==> config.mk <==
export PLATFORM = sky130hd
export DESIGN_NAME = mtm_alu_serializer_flat
export DESIGN_NICKNAME = d
export VERILOG_FILES = /design/src/rtl/mtm_alu_serializer_if.sv /design/src/rtl/mtm_alu_serializer.sv /design/src/flat_wrapper.sv
export SDC_FILE = /design/constraint.sdc
export NUM_CORES = 1
export LEC_CHECK = 0
export ABC_CLOCK_PERIOD_IN_PS = 2070
export CAP_MARGIN = 30
export CORE_MARGIN = 2
export CORE_UTILIZATION = 40
export DETAILED_ROUTE_END_ITERATION = 10
export PLACE_DENSITY = 0.63
export SLEW_MARGIN = 15
export SYNTH_ARGS = -nofsm -noshare
export SYNTH_HDL_FRONTEND = slang
export SYNTH_SLANG_ARGS = --single-unit
==> constraint.sdc <==
create_clock -name clk -period 2.07 [get_ports clk]
set_clock_uncertainty 0.05 [all_clocks]
set_input_delay 0.414 -clock clk [delete_from_list [all_inputs] [get_ports clk]]
set_output_delay 0.414 -clock clk [all_outputs]
set_load 0.02 [all_outputs]
==> src/rtl/mtm_alu_serializer_if.sv <==
// ---------------------------------------------------------------------------
// mtm_alu_serializer_if
// Command/serial bundle between a command source (master) and the
// mtm_alu_serializer (slave).
//   start     : command request, honoured only while busy is low
//   a, b      : 32-bit operands
//   op        : 3-bit operation code, forwarded unmodified
//   data_len  : number of data frames to send (0..15)
//   crc_bad   : invert bit 0 of the CRC carried in the CTL frame
//   sin       : serial line to the ALU, idles high
//   busy      : command in progress
//   done      : one-cycle completion pulse
// ---------------------------------------------------------------------------
interface mtm_alu_serializer_if;
    logic        start;
    logic [31:0] a;
    logic [31:0] b;
    logic [2:0]  op;
    logic [3:0]  data_len;
    logic        crc_bad;
    logic        sin;
    logic        busy;
    logic        done;

    modport master (
        output start, a, b, op, data_len, crc_bad,
        input  sin, busy, done
    );

    modport slave (
        input  start, a, b, op, data_len, crc_bad,
        output sin, busy, done
    );
endinterface

==> src/rtl/mtm_alu_serializer.sv <==
// ---------------------------------------------------------------------------
// mtm_alu_serializer
// Turns one ALU command into a stream of 11-bit serial frames on sin:
// data_len data frames carrying operand bytes (B first, then A, MSB byte
// first, zero bytes beyond the eighth), followed by one CTL frame carrying
// {0, op, crc4}. Each bit is held for BIT_CYCLES clocks and IFG_BITS idle
// bit periods separate consecutive frames.
// Ports:
//   clk     : clock, everything on the rising edge
//   reset_n : asynchronous active-low reset
//   bus     : slave side of mtm_alu_serializer_if (start/a/b/op/data_len/
//             crc_bad in, sin/busy/done out)
// ---------------------------------------------------------------------------
module mtm_alu_serializer #(
    parameter int BIT_CYCLES = 1,
    parameter int IFG_BITS   = 0
) (
    input  logic                     clk,
    input  logic                     reset_n,
    mtm_alu_serializer_if.slave      bus
);

    localparam logic [7:0] BIT_LAST = 8'(BIT_CYCLES - 1);
    localparam logic [3:0] GAP_LAST = 4'(IFG_BITS - 1);

    typedef enum logic [2:0] {
        ST_IDLE    = 3'd0,
        ST_START   = 3'd1,
        ST_TYPE    = 3'd2,
        ST_PAYLOAD = 3'd3,
        ST_STOP    = 3'd4,
        ST_GAP     = 3'd5
    } state_t;

    // CRC-4 with generator x^4+x+1, zero seed: clocking the message through
    // this LFSR MSB first yields the remainder of msg*x^4.
    function automatic logic [3:0] crc4_f(input logic [67:0] msg);
        logic [3:0] rem;
        logic       fb;
        rem = 4'h0;
        for (int i = 67; i >= 0; i--) begin
            fb  = rem[3] ^ msg[i];
            rem = {rem[2:0], 1'b0} ^ (fb ? 4'h3 : 4'h0);
        end
        return rem;
    endfunction

    state_t      state_q;
    logic        sin_q;
    logic        busy_q;
    logic        done_q;
    logic [31:0] a_q;
    logic [31:0] b_q;
    logic [2:0]  op_q;
    logic [3:0]  len_q;
    logic [3:0]  crc_q;
    logic [7:0]  bit_cnt_q;
    logic [3:0]  frame_q;
    logic [2:0]  pay_cnt_q;
    logic [3:0]  gap_cnt_q;
    logic [7:0]  shift_q;

    logic [3:0]  crc_d;
    logic [7:0]  byte_d;
    logic        bit_end_s;
    logic        last_frame_s;

    // CRC of the command being accepted, so it is ready long before the CTL frame.
    always_comb begin
        crc_d = crc4_f({bus.b, bus.a, 1'b1, bus.op}) ^ {3'b000, bus.crc_bad};
    end

    // Bit-period end strobe and "current frame is the CTL frame" flag.
    always_comb begin
        bit_end_s    = (bit_cnt_q == BIT_LAST);
        last_frame_s = (frame_q == len_q);
    end

    // Payload byte of the frame currently being sent.
    always_comb begin
        byte_d = 8'h00;
        if (last_frame_s) begin
            byte_d = {1'b0, op_q, crc_q};
        end else begin
            case (frame_q)
                4'd0:    byte_d = b_q[31:24];
                4'd1:    byte_d = b_q[23:16];
                4'd2:    byte_d = b_q[15:8];
                4'd3:    byte_d = b_q[7:0];
                4'd4:    byte_d = a_q[31:24];
                4'd5:    byte_d = a_q[23:16];
                4'd6:    byte_d = a_q[15:8];
                4'd7:    byte_d = a_q[7:0];
                default: byte_d = 8'h00;
            endcase
        end
    end

    // Frame sequencer; sin_q always carries the level of the state being entered.
    always_ff @(posedge clk or negedge reset_n) begin
        if (!reset_n) begin
            state_q   <= ST_IDLE;
            sin_q     <= 1'b1;
            busy_q    <= 1'b0;
            done_q    <= 1'b0;
            a_q       <= 32'h0000_0000;
            b_q       <= 32'h0000_0000;
            op_q      <= 3'b000;
            len_q     <= 4'h0;
            crc_q     <= 4'h0;
            bit_cnt_q <= 8'h00;
            frame_q   <= 4'h0;
            pay_cnt_q <= 3'd0;
            gap_cnt_q <= 4'h0;
            shift_q   <= 8'h00;
        end else begin
            done_q <= 1'b0;
            if (state_q == ST_IDLE) begin
                bit_cnt_q <= 8'h00;
            end else if (bit_end_s) begin
                bit_cnt_q <= 8'h00;
            end else begin
                bit_cnt_q <= bit_cnt_q + 8'd1;
            end

            case (state_q)
                ST_IDLE: begin
                    if (bus.start) begin
                        a_q     <= bus.a;
                        b_q     <= bus.b;
                        op_q    <= bus.op;
                        len_q   <= bus.data_len;
                        crc_q   <= crc_d;
                        frame_q <= 4'h0;
                        busy_q  <= 1'b1;
                        sin_q   <= 1'b0;
                        state_q <= ST_START;
                    end else begin
                        busy_q  <= 1'b0;
                        sin_q   <= 1'b1;
                    end
                end
                ST_START: begin
                    if (bit_end_s) begin
                        sin_q   <= last_frame_s;
                        state_q <= ST_TYPE;
                    end else begin
                        state_q <= ST_START;
                    end
                end
                ST_TYPE: begin
                    if (bit_end_s) begin
                        shift_q   <= byte_d;
                        sin_q     <= byte_d[7];
                        pay_cnt_q <= 3'd0;
                        state_q   <= ST_PAYLOAD;
                    end else begin
                        state_q   <= ST_TYPE;
                    end
                end
                ST_PAYLOAD: begin
                    if (bit_end_s) begin
                        if (pay_cnt_q == 3'd7) begin
                            sin_q   <= 1'b1;
                            state_q <= ST_STOP;
                        end else begin
                            pay_cnt_q <= pay_cnt_q + 3'd1;
                            shift_q   <= {shift_q[6:0], 1'b0};
                            sin_q     <= shift_q[6];
                        end
                    end else begin
                        state_q <= ST_PAYLOAD;
                    end
                end
                ST_STOP: begin
                    if (bit_end_s) begin
                        if (last_frame_s) begin
                            busy_q  <= 1'b0;
                            done_q  <= 1'b1;
                            sin_q   <= 1'b1;
                            state_q <= ST_IDLE;
                        end else if (IFG_BITS > 0) begin
                            frame_q   <= frame_q + 4'd1;
                            gap_cnt_q <= 4'h0;
                            sin_q     <= 1'b1;
                            state_q   <= ST_GAP;
                        end else begin
                            frame_q <= frame_q + 4'd1;
                            sin_q   <= 1'b0;
                            state_q <= ST_START;
                        end
                    end else begin
                        state_q <= ST_STOP;
                    end
                end
                ST_GAP: begin
                    if (bit_end_s) begin
                        if (gap_cnt_q == GAP_LAST) begin
                            sin_q   <= 1'b0;
                            state_q <= ST_START;
                        end else begin
                            gap_cnt_q <= gap_cnt_q + 4'd1;
                        end
                    end else begin
                        state_q <= ST_GAP;
                    end
                end
                default: begin
                    busy_q  <= 1'b0;
                    sin_q   <= 1'b1;
                    state_q <= ST_IDLE;
                end
            endcase
        end
    end

    assign bus.sin  = sin_q;
    assign bus.busy = busy_q;
    assign bus.done = done_q;

endmodule
==> src/flat_wrapper.sv <==
// flat-port wrapper written by rule: the top's interface ports become plain ports
module mtm_alu_serializer_flat 
#(
    parameter int BIT_CYCLES = 1,
    parameter int IFG_BITS   = 0
)
  (clk, reset_n, bus_start, bus_a, bus_b, bus_op, bus_data_len, bus_crc_bad, bus_sin, bus_busy, bus_done);
  mtm_alu_serializer_if bus_i ();
  input  logic clk;
  input  logic reset_n;
  input wire logic [$bits(bus_i.start)-1:0] bus_start;
  input wire logic [$bits(bus_i.a)-1:0] bus_a;
  input wire logic [$bits(bus_i.b)-1:0] bus_b;
  input wire logic [$bits(bus_i.op)-1:0] bus_op;
  input wire logic [$bits(bus_i.data_len)-1:0] bus_data_len;
  input wire logic [$bits(bus_i.crc_bad)-1:0] bus_crc_bad;
  output wire logic [$bits(bus_i.sin)-1:0] bus_sin;
  output wire logic [$bits(bus_i.busy)-1:0] bus_busy;
  output wire logic [$bits(bus_i.done)-1:0] bus_done;
  assign bus_i.start = bus_start;
  assign bus_i.a = bus_a;
  assign bus_i.b = bus_b;
  assign bus_i.op = bus_op;
  assign bus_i.data_len = bus_data_len;
  assign bus_i.crc_bad = bus_crc_bad;
  assign bus_sin = bus_i.sin;
  assign bus_busy = bus_i.busy;
  assign bus_done = bus_i.done;
  mtm_alu_serializer #(.BIT_CYCLES(BIT_CYCLES), .IFG_BITS(IFG_BITS)) u_core (.clk(clk), .reset_n(reset_n), .bus(bus_i));
endmodule
**Word level (Yosys, flattened, before mapping)**

Cells that the tools add are included.

- Flip-flop bits (word level): 107
- Bits in latches: 0
- Bits in writable memories: 0
- ROM bits: 0
- Input bits: 75
- Output and inout port bits: 3
- Word-level logic and storage cells: 304
- Memories: 0

- $add $sub $neg: 4
- Multiply operators: 0
- Divide/modulo/power cells: 0
- Magnitude comparators: 0
- Equality and inequality tests: 27
- Shift operators: 0
- Multiplexer cells: 110
- Bitwise logic cells: 136
- Reductions and logical operators: 13

Operators by type and width:

| cell | number |
|---|---|
| XOR 4 bit | 67 |
| two-way mux 2 bit | 69 |
| XOR 1 bit | 65 |
| case mux 8 bit (8 select lines) | 1 |
| two-way mux 3 bit | 9 |
| two-way mux 8 bit | 3 |
| two-way mux 7 bit | 3 |
| case mux 3 bit (6 select lines) | 1 |
| equality test 4 x 3 -> 1 bit, second input constant | 4 |
| two-way mux 1 bit | 16 |
| inequality test 2 x 1 -> 1 bit, second input constant | 7 |
| case mux 7 bit (2 select lines) | 1 |
| two-way mux 4 bit | 3 |
| equality test 3 bit, second input constant | 3 |
| AND reduction 3 bit | 3 |
| adder 4 x 1 -> 4 bit, second input constant | 2 |
| adder 8 x 1 -> 8 bit, second input constant | 1 |
| equality test 4 x 2 -> 1 bit, second input constant | 2 |
| zero test 8 bit | 1 |
| case mux 4 bit (2 select lines) | 1 |
| AND reduction 4 bit | 2 |
| equality test 3 x 2 -> 1 bit, second input constant | 2 |
| inequality test 2 bit, second input constant | 3 |
| inequality test 3 bit, second input constant | 2 |
| 17 further kinds | 19 |

**Depth between registers and ports, before layout**

Gate-level depths: netlist (run 1).

- Word-level depth: 201
- Mapped depth: 12
- Mapped depth without buffers: 10

**Worst setup path after synthesis (run 1)**

No wires, ideal clock.

- Path kind: input -> register
- Start point: input port bus_b[30]
- End point: register u_core.crc_q[1]
- Setup time: 0.132 ns
- Arrival time: 2.659 ns
- Required time: 1.888 ns
- Path slack: -0.771 ns
- Cell stages on the path: 8
- Path buffers: 0
- Cell sequence: xnor3_1 -> xnor3_2 -> xnor3_1 -> xnor3_2 -> xnor2_2 -> xnor3_1 -> xnor3_1 -> o21ai_1

- Word-level cells in the longest chain between the ends: 113
- Elaborated cells between the ends (all ways): 193
- Those cells by class: mux (63); bitwise (130)

RTL lines:

| what | line | text |
|---|---|---|
| start: declaration | flat_wrapper.sv:13 | `input wire logic [$bits(bus_i.b)-1:0] bus_b;` |
| XOR 1 bit (*) | mtm_alu_serializer.sv:42 | `fb = rem[3] ^ msg[i];` |
| two-way mux 2 bit (*) | mtm_alu_serializer.sv:43 | `rem = {rem[2:0], 1'b0} ^ (fb ? 4'h3 : 4'h0);` |
| XOR 4 bit (*) (3 in series) | mtm_alu_serializer.sv:43 |  |
| XOR 1 bit | mtm_alu_serializer.sv:42 |  |
| two-way mux 2 bit | mtm_alu_serializer.sv:43 |  |
| XOR 4 bit (*) (3 in series) | mtm_alu_serializer.sv:43 |  |
| XOR 1 bit | mtm_alu_serializer.sv:42 |  |
| two-way mux 2 bit | mtm_alu_serializer.sv:43 |  |
| (+89 left out) | - |  |
| two-way mux 2 bit | mtm_alu_serializer.sv:43 |  |
| XOR 4 bit (*) (3 in series) | mtm_alu_serializer.sv:43 |  |
| two-way mux 2 bit | mtm_alu_serializer.sv:43 |  |
| XOR 4 bit (*) (3 in series) | mtm_alu_serializer.sv:43 |  |
| XOR 1 bit | mtm_alu_serializer.sv:42 |  |
| two-way mux 2 bit | mtm_alu_serializer.sv:43 |  |
| XOR 4 bit (*) | mtm_alu_serializer.sv:43 |  |
| XOR 4 x 1 -> 4 bit (*) | mtm_alu_serializer.sv:70 | `crc_d = crc4_f({bus.b, bus.a, 1'b1, bus.op}) ^ {3'b000, bus.crc_bad};` |
| end signal: assignment | mtm_alu_serializer.sv:133 | `crc_q <= crc_d;` |
| end: declaration | mtm_alu_serializer.sv:56 | `logic [3:0] crc_q;` |

Every way passes the cells marked *; elsewhere a longest branch is shown, timed or not.
A chain may end at the register's enable or synchronous reset.

**Final worst setup path (run 1)**

- Start point: input port bus_b[26]
- End point: register u_core.crc_q[2]

- Word-level cells in the longest chain between the ends: 106
- Elaborated cells between the ends (all ways): 180
- Those cells by class: mux (58); bitwise (122)

RTL lines:

| what | line |
|---|---|
| XOR 1 bit (*) | mtm_alu_serializer.sv:42 |
| two-way mux 2 bit (*) | mtm_alu_serializer.sv:43 |
| XOR 4 bit (*) (3 in series) | mtm_alu_serializer.sv:43 |
| XOR 1 bit or XOR 4 bit (tied branches) | mtm_alu_serializer.sv:42, mtm_alu_serializer.sv:43 |
| two-way mux 2 bit or XOR 1 bit (tied branches) | mtm_alu_serializer.sv:43, mtm_alu_serializer.sv:42 |
| XOR 4 bit (*) (3 in series) | mtm_alu_serializer.sv:43 |
| XOR 1 bit or XOR 4 bit (tied branches) | mtm_alu_serializer.sv:42, mtm_alu_serializer.sv:43 |
| two-way mux 2 bit or XOR 1 bit (tied branches) | mtm_alu_serializer.sv:43, mtm_alu_serializer.sv:42 |
| (+80 left out) | - |
| XOR 4 bit (*) (3 in series) | mtm_alu_serializer.sv:43 |
| XOR 1 bit or XOR 4 bit (tied branches) | mtm_alu_serializer.sv:42, mtm_alu_serializer.sv:43 |
| two-way mux 2 bit or XOR 1 bit (tied branches) | mtm_alu_serializer.sv:43, mtm_alu_serializer.sv:42 |
| XOR 4 bit (*) (3 in series) | mtm_alu_serializer.sv:43 |
| XOR 1 bit or XOR 4 bit (tied branches) | mtm_alu_serializer.sv:42, mtm_alu_serializer.sv:43 |
| two-way mux 2 bit or XOR 1 bit (tied branches) | mtm_alu_serializer.sv:43, mtm_alu_serializer.sv:42 |
| XOR 4 bit (*) (3 in series) | mtm_alu_serializer.sv:43 |
| XOR 4 x 1 -> 4 bit (*) | mtm_alu_serializer.sv:70 |

Marked as above.

==> reports/results.ini, run 1 <==
[clocking]
clkTransAtPathRegs_ns=0.08
clockRootBuffer=clkbuf_16
htreeDepth=3
clock_path_buffers=2
insertion_delay_ns=0.37
clock_sinks=107
cts_made_buffers=9
tritoncts=yes

[route]
top_layer=met4
drtIter0Drc=420
wire_per_inst_um=17.5
vias=5364
wl_met1_um=7460
viasPerCell=5.19
wl_um=18100
ant_nets=0
wl_met2_um=9180
drcViolationCount=0
drt_first_pass_iters=6
met3_length_um=871

[cells_and_area]
drive_gt1_share_pct=30.1
layout_common_cells=250 x nand2_1, 103 x dfrtp_1, 95 x buf_4
final_common_cell=nand2_1
fill_cells=1301
syn2layout_area_growth_pct=45.4
fin_nets=924
diodes=0

[synth]
yosysSeqAreaShare_pct=43.6
yosys.cell_types.count=43
synth_enable_flop_cells=0
synth-seq-cells=107
synth_top_cell_area_share_pct=43.1
netlist_instances=671
ys_top_cells_by_area=dfrtp_1 43%, nand2_1 15%, xnor2_1 7.4%
ys.flop_type=dfrtp_1
synth_nets=755
yosysWarnings=0
synth_top_cell_by_area=dfrtp_1
avgSynthCellArea_um2=9.17
syn_area_um2=6150
synthArstFlopShare_pct=100

[timing]
finalHoldViolCount=0
slew_headroom_pct=64.5
post-route-period-util_pct=131
hold_slack_ns=0.180
fin_ws_ns=-0.644
setup_viol=11
rsz0062_at_grt=yes
drv_slew=0
max_freq_mhz=369
worst_pin_slew_ns=0.533
min_period_ns=2.71

[critical_path]
critPathMaxFanout=2
cp-end-kind=flop
critPathLaunchType=input pin
path_class=in -> reg
cp.required_ns=2.32
cp.arrival_ns=2.96

[floorplanning]
die_w_um=128
row_count=45
start_util_pct=40.8
dieArea_um2=16400
fp.dieH_um=128
core_area_um2=15100
pin_count=78

[job]
maxCapViolCount=0

[min_path]
min_path_type=in -> reg

[global_route]
grt_pass1_vias=5472
grt_remaining_overflow=0
track_usage_pct=23.1
grt_pass1_wl_um=28800
antenna_found_initial=0
grt_start_max_net_pins=54

[outcome]
violations=negative setup slack
status=finished with violations

[placed_design]
portBuffers=77
dp_slack_ns=-1.34
post-dp-hpwl_um=13000
gp_congestion=0.921

[power]
leakage_uw=0.00434
peakVddDrop_v=0.00115
pwr_density_cell_nw_per_um2=1410

## where the power goes
part | internal (uW) | total (uW) | leakage [uW] | switching, uW
sequential | 2980 | 3650 | 0.00136 | 673
clock | 1020 | 1860 | 0.000155 | 834
combinational | 4030 | 7080 | 0.00283 | 3050
total | 8030 | 12600 | 0.00434 | 4560
## synth_stat cells (10+ instances only)
library cell / instances
a21oi_1: 24
clkbuf_1: 34
dfrtp_1: 106
nand2_1: 253
nand3_1: 10
nor2_1: 21
o21ai_0: 21
xnor2_1: 52
xnor3_1: 18
xor2_1: 27
## timing repair
action	in CTS	in global routing
setup endpoints to repair	14	20
endpoints found under the hold margin	29	0
resized for setup	175	59
pin swaps	58	46
buffers inserted	24	11
cloned	1	0
hold buffers	1	0
## worst max-delay path: stages
cell and delay [ns]:
buf_8 0.10, xnor2_2 0.13, buf_4 0.14, xnor3_2 0.44
xnor3_2 0.49, xnor3_2 0.30, xnor2_2 0.21, xnor3_1 0.27
buf_4 0.15, xnor3_1 0.19, o21ai_1 0.13
## flip-flops by register name (all words and copies together), names as in the netlist
signal / cells
u_core.b_q: 32
u_core.bus.busy: 1
u_core.state_q: 3
u_core.op_q: 3
u_core.a_q: 32
u_core.bus.sin: 1
u_core.shift_q: 7
u_core.crc_q: 4
u_core.frame_q: 4
u_core.gap_cnt_q: 4
u_core.bus.done: 1
u_core.pay_cnt_q: 3
u_core.bit_cnt_q: 8
u_core.len_q: 4
## metrics by stage
stage | power (uW) | area (um2) | setup TNS [ns] | std cells | util [%]
after CTS | 12300 | 8650 | -2.94 | 1026 | 57.3
final | 12600 | 8940 | -3.05 | 1033 | 59.3
after global routing | 13300 | 8940 | -4.14 | 1033 | 59.3
after global placement | 9090 | 7770 | -7.49 | 990 | 51.5
after detailed placement | 9410 | 7770 | -7.92 | 990 | 51.5
after floorplan | 7700 | 6150 | -2.25 | 671 | -
## kinds of logic after synthesis
family | Yosys count | synth area share [%]
xor+xnor | 107 | 21.4
buf+inv | 43 | 2.62
flops | 107 | 43.6
fa+ha+maj | 9 | 1.83
compound gates | 83 | 8.62
mux | 10 | 1.77
simple gates | 312 | 20.2
## layout make-up
type	count	area [um2]	area share [%]
flip-flops and latches	107	2680	30.0
clock buffers	11	253	2.83
inverters	7	28.8	0.322
multi-input cells	521	3930	43.9
well taps	188	235	2.63
clock inverters	5	66.3	0.742
repair buffers	194	1750	19.6
## worst paths after layout
kind,start,to,slack [ns],depth (start not counted)
setup / recovery,bus_b[26],u_core.crc_q[2],-0.64,11
hold / removal,bus_b[14],u_core.b_q[14],0.18,3
setup reg to reg,u_core.frame_q[0],u_core.shift_q[2],-0.18,11
hold reg to reg,u_core.b_q[15],u_core.b_q[15],0.43,2
max in group asynchronous,reset_n,u_core.bus.sin,0.78,3
min in group asynchronous,reset_n,u_core.b_q[9],0.50,2
## layer usage
layer | up-vias | GRT usage, %
li1 | 2544 | -
met1 | 2608 | 29.0
met2 | 166 | 38.5
met3 | 46 | 4.72
met4 | 0 | 10.4
met5 | - | 0
Note: power is estimated with default switching activity, not from simulation.
==> run 2: changes to the inputs <==
--- a/config.mk
+++ b/config.mk
@@ -11,6 +11,7 @@
 export CORE_UTILIZATION = 40
 export DETAILED_ROUTE_END_ITERATION = 10
 export PLACE_DENSITY = 0.63
+export SKIP_LAST_GASP = 1
 export SLEW_MARGIN = 15
 export SYNTH_ARGS = -nofsm -noshare
 export SYNTH_HDL_FRONTEND = slang
==> run 2 against run 1 <==
The flow still finishes with violations (negative setup slack). Final cell count fell by 0.19%. Combinational power barely moved. Register-to-register slack barely moved. Via count fell by 0.63%. Largest cell class unchanged.
==> reports/results.ini, run 2 (synthesis gave the netlist of run 1 again) <==
[outcome]
status=finished with violations
violations=negative setup slack

[critical_path]
cp.arrival_ns=3.01
path_cells=clkdlybuf4s50_1, xnor3_2, buf_4, xnor2_2, xnor3_2, xnor2_4, xor2_1, xnor3_1, o21ai_1
crit_top_cell=xnor3_2
path_class=in -> reg
cp-end-kind=flop
critPathMaxFanout=2
startpoint=bus_a[30]
slowest_stage=xnor3_2
cpPeakStageDelay_ns=0.52
critPathLaunchType=input pin
reg2reg_from=u_core.frame_q[0]
cp.required_ns=2.31

[placed_design]
gp_congestion=0.921
dp_slack_ns=-1.34
portBuffers=77
post-dp-hpwl_um=13000

[floorplanning]
core_area_um2=15100
start_util_pct=40.8
fp.dieH_um=128
pin_count=78
row_count=45
dieArea_um2=16400
die_w_um=128

[cells_and_area]
layout_common_cells=249 x nand2_1, 103 x dfrtp_1, 93 x buf_4
largestRegisters=u_core.a_q: 32 flops, u_core.b_q: 32 flops, u_core.bit_cnt_q: 8 flops
final_common_cell=nand2_1
fin_nets=922
syn2layout_area_growth_pct=44.5
fill_cells=1317
diodes=0
drive_gt1_share_pct=29.5

[timing]
finalHoldViolCount=0
post-route-period-util_pct=133
slew_headroom_pct=64.6
min_period_ns=2.76
worst_pin_slew_ns=0.532
setup_viol=12
drv_slew=0
fin_ws_ns=-0.693
fin_setup_tns_ns=-3.22
rsz0062_at_grt=yes
max_freq_mhz=362

[power]
peakVddDrop_v=0.00114
p_total_uw=12600
leakage_uw=0.00433
pwr_density_cell_nw_per_um2=1410

[route]
wl_um=18100
drcViolationCount=0
drtIter0Drc=379
wire_per_inst_um=17.5
ant_nets=0
vias=5330
drt_first_pass_iters=8
viasPerCell=5.17

[global_route]
grt_remaining_overflow=0
antenna_found_initial=0
track_usage_pct=23.1
grt_pass1_vias=5472
grt_pass1_wl_um=28800
grt_start_max_net_pins=54

[clocking]
cts_made_buffers=9
htreeDepth=3
clockRootBuffer=clkbuf_16
clock_sinks=107
clock_path_buffers=2
tritoncts=yes
clkTransAtPathRegs_ns=0.08
insertion_delay_ns=0.36

[job]
maxCapViolCount=0

[min_path]
min_path_type=in -> reg
min_from=bus_b[14]

run 2: changes by cell type in the layout (fill, tap and decap cells not counted), moves of 2 or more:
cell     delta
a21oi_2     -2
xor2_1      +2
buf_4       -2
xnor2_4     -2
run 2: power breakdown:
part	internal (uW)	switching (uW)	total, uW	leakage [uW]
Combinational	4040	3030	7060	0.00282
Sequential	2980	664	3640	0.00136
Clock	1020	826	1850	0.000155
Total	8040	4520	12600	0.00433
run 2: worst paths after layout:
path | cells past startpoint | endpoint | slack (ns)
worst max-delay path | 9 | u_core.crc_q[2] | -0.69
worst min-delay path | 3 | u_core.b_q[14] | 0.19
worst max register to register | 11 | u_core.shift_q[2] | -0.18
worst min register to register | 2 | u_core.b_q[6] | 0.43
max in group asynchronous | 3 | u_core.bus.sin | 0.78
min in group asynchronous | 2 | u_core.b_q[9] | 0.50
run 2: critical path: cells and delay by family:
family,cells,cell delay (ns)
AOI/OAI and AO/OA,1,0.13
xor gates and xnor gates,6,1.81
buffers and inverters,2,0.65
run 2: metrics by stage:
| stage | std cells | hold WS (ns) | utilization [%] | cell area, um2 |
|---|---|---|---|---|
| floorplan | 671 | 0.0684 | - | 6150 |
| global placement | 990 | 0.359 | 51.5 | 7770 |
| detailed placement | 990 | 0.359 | 51.5 | 7770 |
| CTS | 1026 | 0.177 | 57.2 | 8640 |
| global route | 1031 | 0.198 | 58.9 | 8890 |
| finish | 1031 | 0.185 | 58.9 | 8890 |
run 2: cell type report:
| type | count | area [um2] | area share, % |
|---|---|---|---|
| multi-input combinational | 521 | 3890 | 43.8 |
| sequential | 107 | 2680 | 30.2 |
| timing repair buffer | 192 | 1730 | 19.5 |
| clock buffer | 11 | 253 | 2.84 |
| tap | 188 | 235 | 2.65 |
| clock inverter | 5 | 66.3 | 0.746 |
| inverter | 7 | 28.8 | 0.324 |
run 2: layer usage:
layer	up-vias	routed length [um]	GRT usage [%]
met5	-	0	0
met4	0	634	10.3
met3	48	967	4.97
met2	159	9070	38.5
met1	2584	7400	28.9
li1	2539	-	-
run 2: repair_timing:
item / CTS / global route
endpoints found under the hold margin: 29 / 0
setup endpoints to repair: 14 / 20
pin swaps: 58 / 37
hold buffers: 1 / 0
setup buffers: 24 / 8
resized for setup: 170 / 60
cloned: 1 / 0
==> run 3: changes to the inputs <==
--- a/config.mk
+++ b/config.mk
@@ -9,6 +9,7 @@
 export CAP_MARGIN = 30
 export CORE_MARGIN = 2
 export CORE_UTILIZATION = 40
+export CTS_BUF_LIST = sky130_fd_sc_hd__clkbuf_16
 export DETAILED_ROUTE_END_ITERATION = 10
 export PLACE_DENSITY = 0.63
 export SKIP_LAST_GASP = 1
==> run 3 against run 2 <==
The run still ends with negative setup slack left. Clock-buffer cell count down 2. Worst setup slack got worse by 0.016 ns. Clock power shrank 4%. Global-route usage shrank 0.052 points. Power decreased by 0.46%. First-iteration DRC count up 16%. Sequential power about the same. Sequential share of layout area is 0.12 points higher. Final cell count is the same. Via count grew 0.54%.
==> reports/results.ini, run 3 (synthesis gave the netlist of run 1 again) <==
[outcome]
status=finished with violations
violations=negative setup slack

[power]
pwr_density_cell_nw_per_um2=1410
leakage_uw=0.00431
internal_power_uw=7960
swShare_pct=36.3
combPwrFrac_pct=56.7
switchingPower_uw=4540
peakVddDrop_v=0.00116
power_frac_seq_pct=29.1
p_clk_share_pct=14.2

[critical_path]
cp-end-kind=flop
slowest_stage=xnor3_2
path_class=in -> reg
critPathLaunchType=input pin
critPathMaxFanout=2
path_cells=clkdlybuf4s50_1, xnor3_2, buf_4, xnor2_2, xnor3_2, xnor2_4, xor2_1, xnor3_1, o21ai_1
crit_top_cell=xnor3_2
cpPeakStageDelay_ns=0.52
cp.arrival_ns=3.02
cp.required_ns=2.31

[global_route]
grt_pass1_wl_um=28800
grt_start_max_net_pins=54
antenna_found_initial=0
grt_remaining_overflow=0
grt_pass1_vias=5490
track_usage_pct=23.0

[timing]
setup_viol=12
finalHoldViolCount=0
rsz0062_at_grt=yes
post-route-period-util_pct=134
max_freq_mhz=360
fin_ws_ns=-0.709
slew_headroom_pct=65.1
worst_pin_slew_ns=0.523
min_period_ns=2.78
drv_slew=0

[floorplanning]
core_area_um2=15100
fp.dieH_um=128
row_count=45
die_w_um=128
start_util_pct=40.8
dieArea_um2=16400
pin_count=78

[clocking]
clock_path_buffers=2
clockRootBuffer=clkbuf_16
insertion_delay_ns=0.37
tritoncts=yes
htreeDepth=3
clock_sinks=107
cts_made_buffers=9
clkTransAtPathRegs_ns=0.08

[min_path]
min_path_type=in -> reg

[cells_and_area]
fin_nets=922
stdcell_area_um2=8860
drive_gt1_share_pct=29.3
syn2layout_area_growth_pct=44.0
diodes=0
layout_common_cells=249 x nand2_1, 103 x dfrtp_1, 93 x buf_4
final_common_cell=nand2_1
fill_cells=1320
largestRegisters=u_core.a_q: 32 flops, u_core.b_q: 32 flops, u_core.bit_cnt_q: 8 flops
layout.cells.non_filler=1031

[route]
drtIter0Drc=440
viasPerCell=5.20
vias=5359
drcViolationCount=0
wl_um=18000
ant_nets=0
drt_first_pass_iters=5
wire_per_inst_um=17.5

[placed_design]
place_area_um2=7770
post-dp-hpwl_um=13000
gp_congestion=0.921
portBuffers=77
placed_cells=990

[job]
maxCapViolCount=0

run 3: routing by layer:
layer	wire length (um)	share of wire, %	track usage, %	vias up
li1	-	-	-	2540
met1	7350	41	28.9	2598
met2	9080	50	38.5	174
met3	964	5.3	4.80	47
met4	640	3.5	10.3	0
met5	0	0	0	-
run 3: through the flow:
stage | hold WS (ns) | TNS (ns) | setup WS [ns] | total power, uW | utilization, %
after floorplan | 0.0684 | -2.25 | -0.598 | 7700 | -
after global placement | 0.359 | -7.49 | -1.27 | 9090 | 51.5
after detailed placement | 0.359 | -7.92 | -1.34 | 9410 | 51.5
final | 0.181 | -3.13 | -0.709 | 12500 | 58.7
after global routing | 0.198 | -4.60 | -0.748 | 13200 | 58.7
after CTS | 0.177 | -3.00 | -0.652 | 12200 | 57.1
run 3: worst max-delay path, delay by kind of cell:
kind	cells	cell delay, ns
buffers and inverters	2	0.65
AOI/OAI and AO/OA	1	0.13
xor gates and xnor gates	6	1.83
run 3: area by class of cell:
class,count,area [um2],area share (%)
clock inverters,7,73.8,0.834
flip-flops and latches,107,2680,30.3
inverters,7,28.8,0.325
multi-input cells,521,3880,43.8
repair buffers,192,1730,19.6
well taps,188,235,2.66
clock buffers,9,225,2.54
run 3: what timing repair did:
item | in CTS | in global routing
gates cloned | 1 | 0
pin swaps | 58 | 37
gates resized for setup | 170 | 58
buffers inserted | 24 | 8
hold endpoints to repair | 29 | 0
hold buffers | 1 | 0
setup endpoints to repair | 14 | 20
run 3: power by group through the flow:
stage | clock network (uW) | registers [uW] | logic, uW
after floorplan | 0 | 3380 | 4320
after global placement | 0 | 3560 | 5530
final | 1770 | 3640 | 7080
after global routing | 1900 | 3730 | 7570
after CTS | 1800 | 3600 | 6780
after detailed placement | 0 | 3590 | 5820
run 3: final timing paths:
check                                  startpoint                end  slack (ns)  cells after the start
min in group asynchronous                 reset_n     u_core.b_q[29]        0.50                      2
worst max register to register  u_core.frame_q[0]  u_core.shift_q[2]       -0.18                     11
worst min-delay path                    bus_b[14]     u_core.b_q[14]        0.18                      3
max in group asynchronous                 reset_n     u_core.bus.sin        0.78                      3
worst min register to register     u_core.b_q[22]     u_core.b_q[22]        0.43                      2
worst max-delay path                    bus_a[30]    u_core.crc_q[2]       -0.71                      9
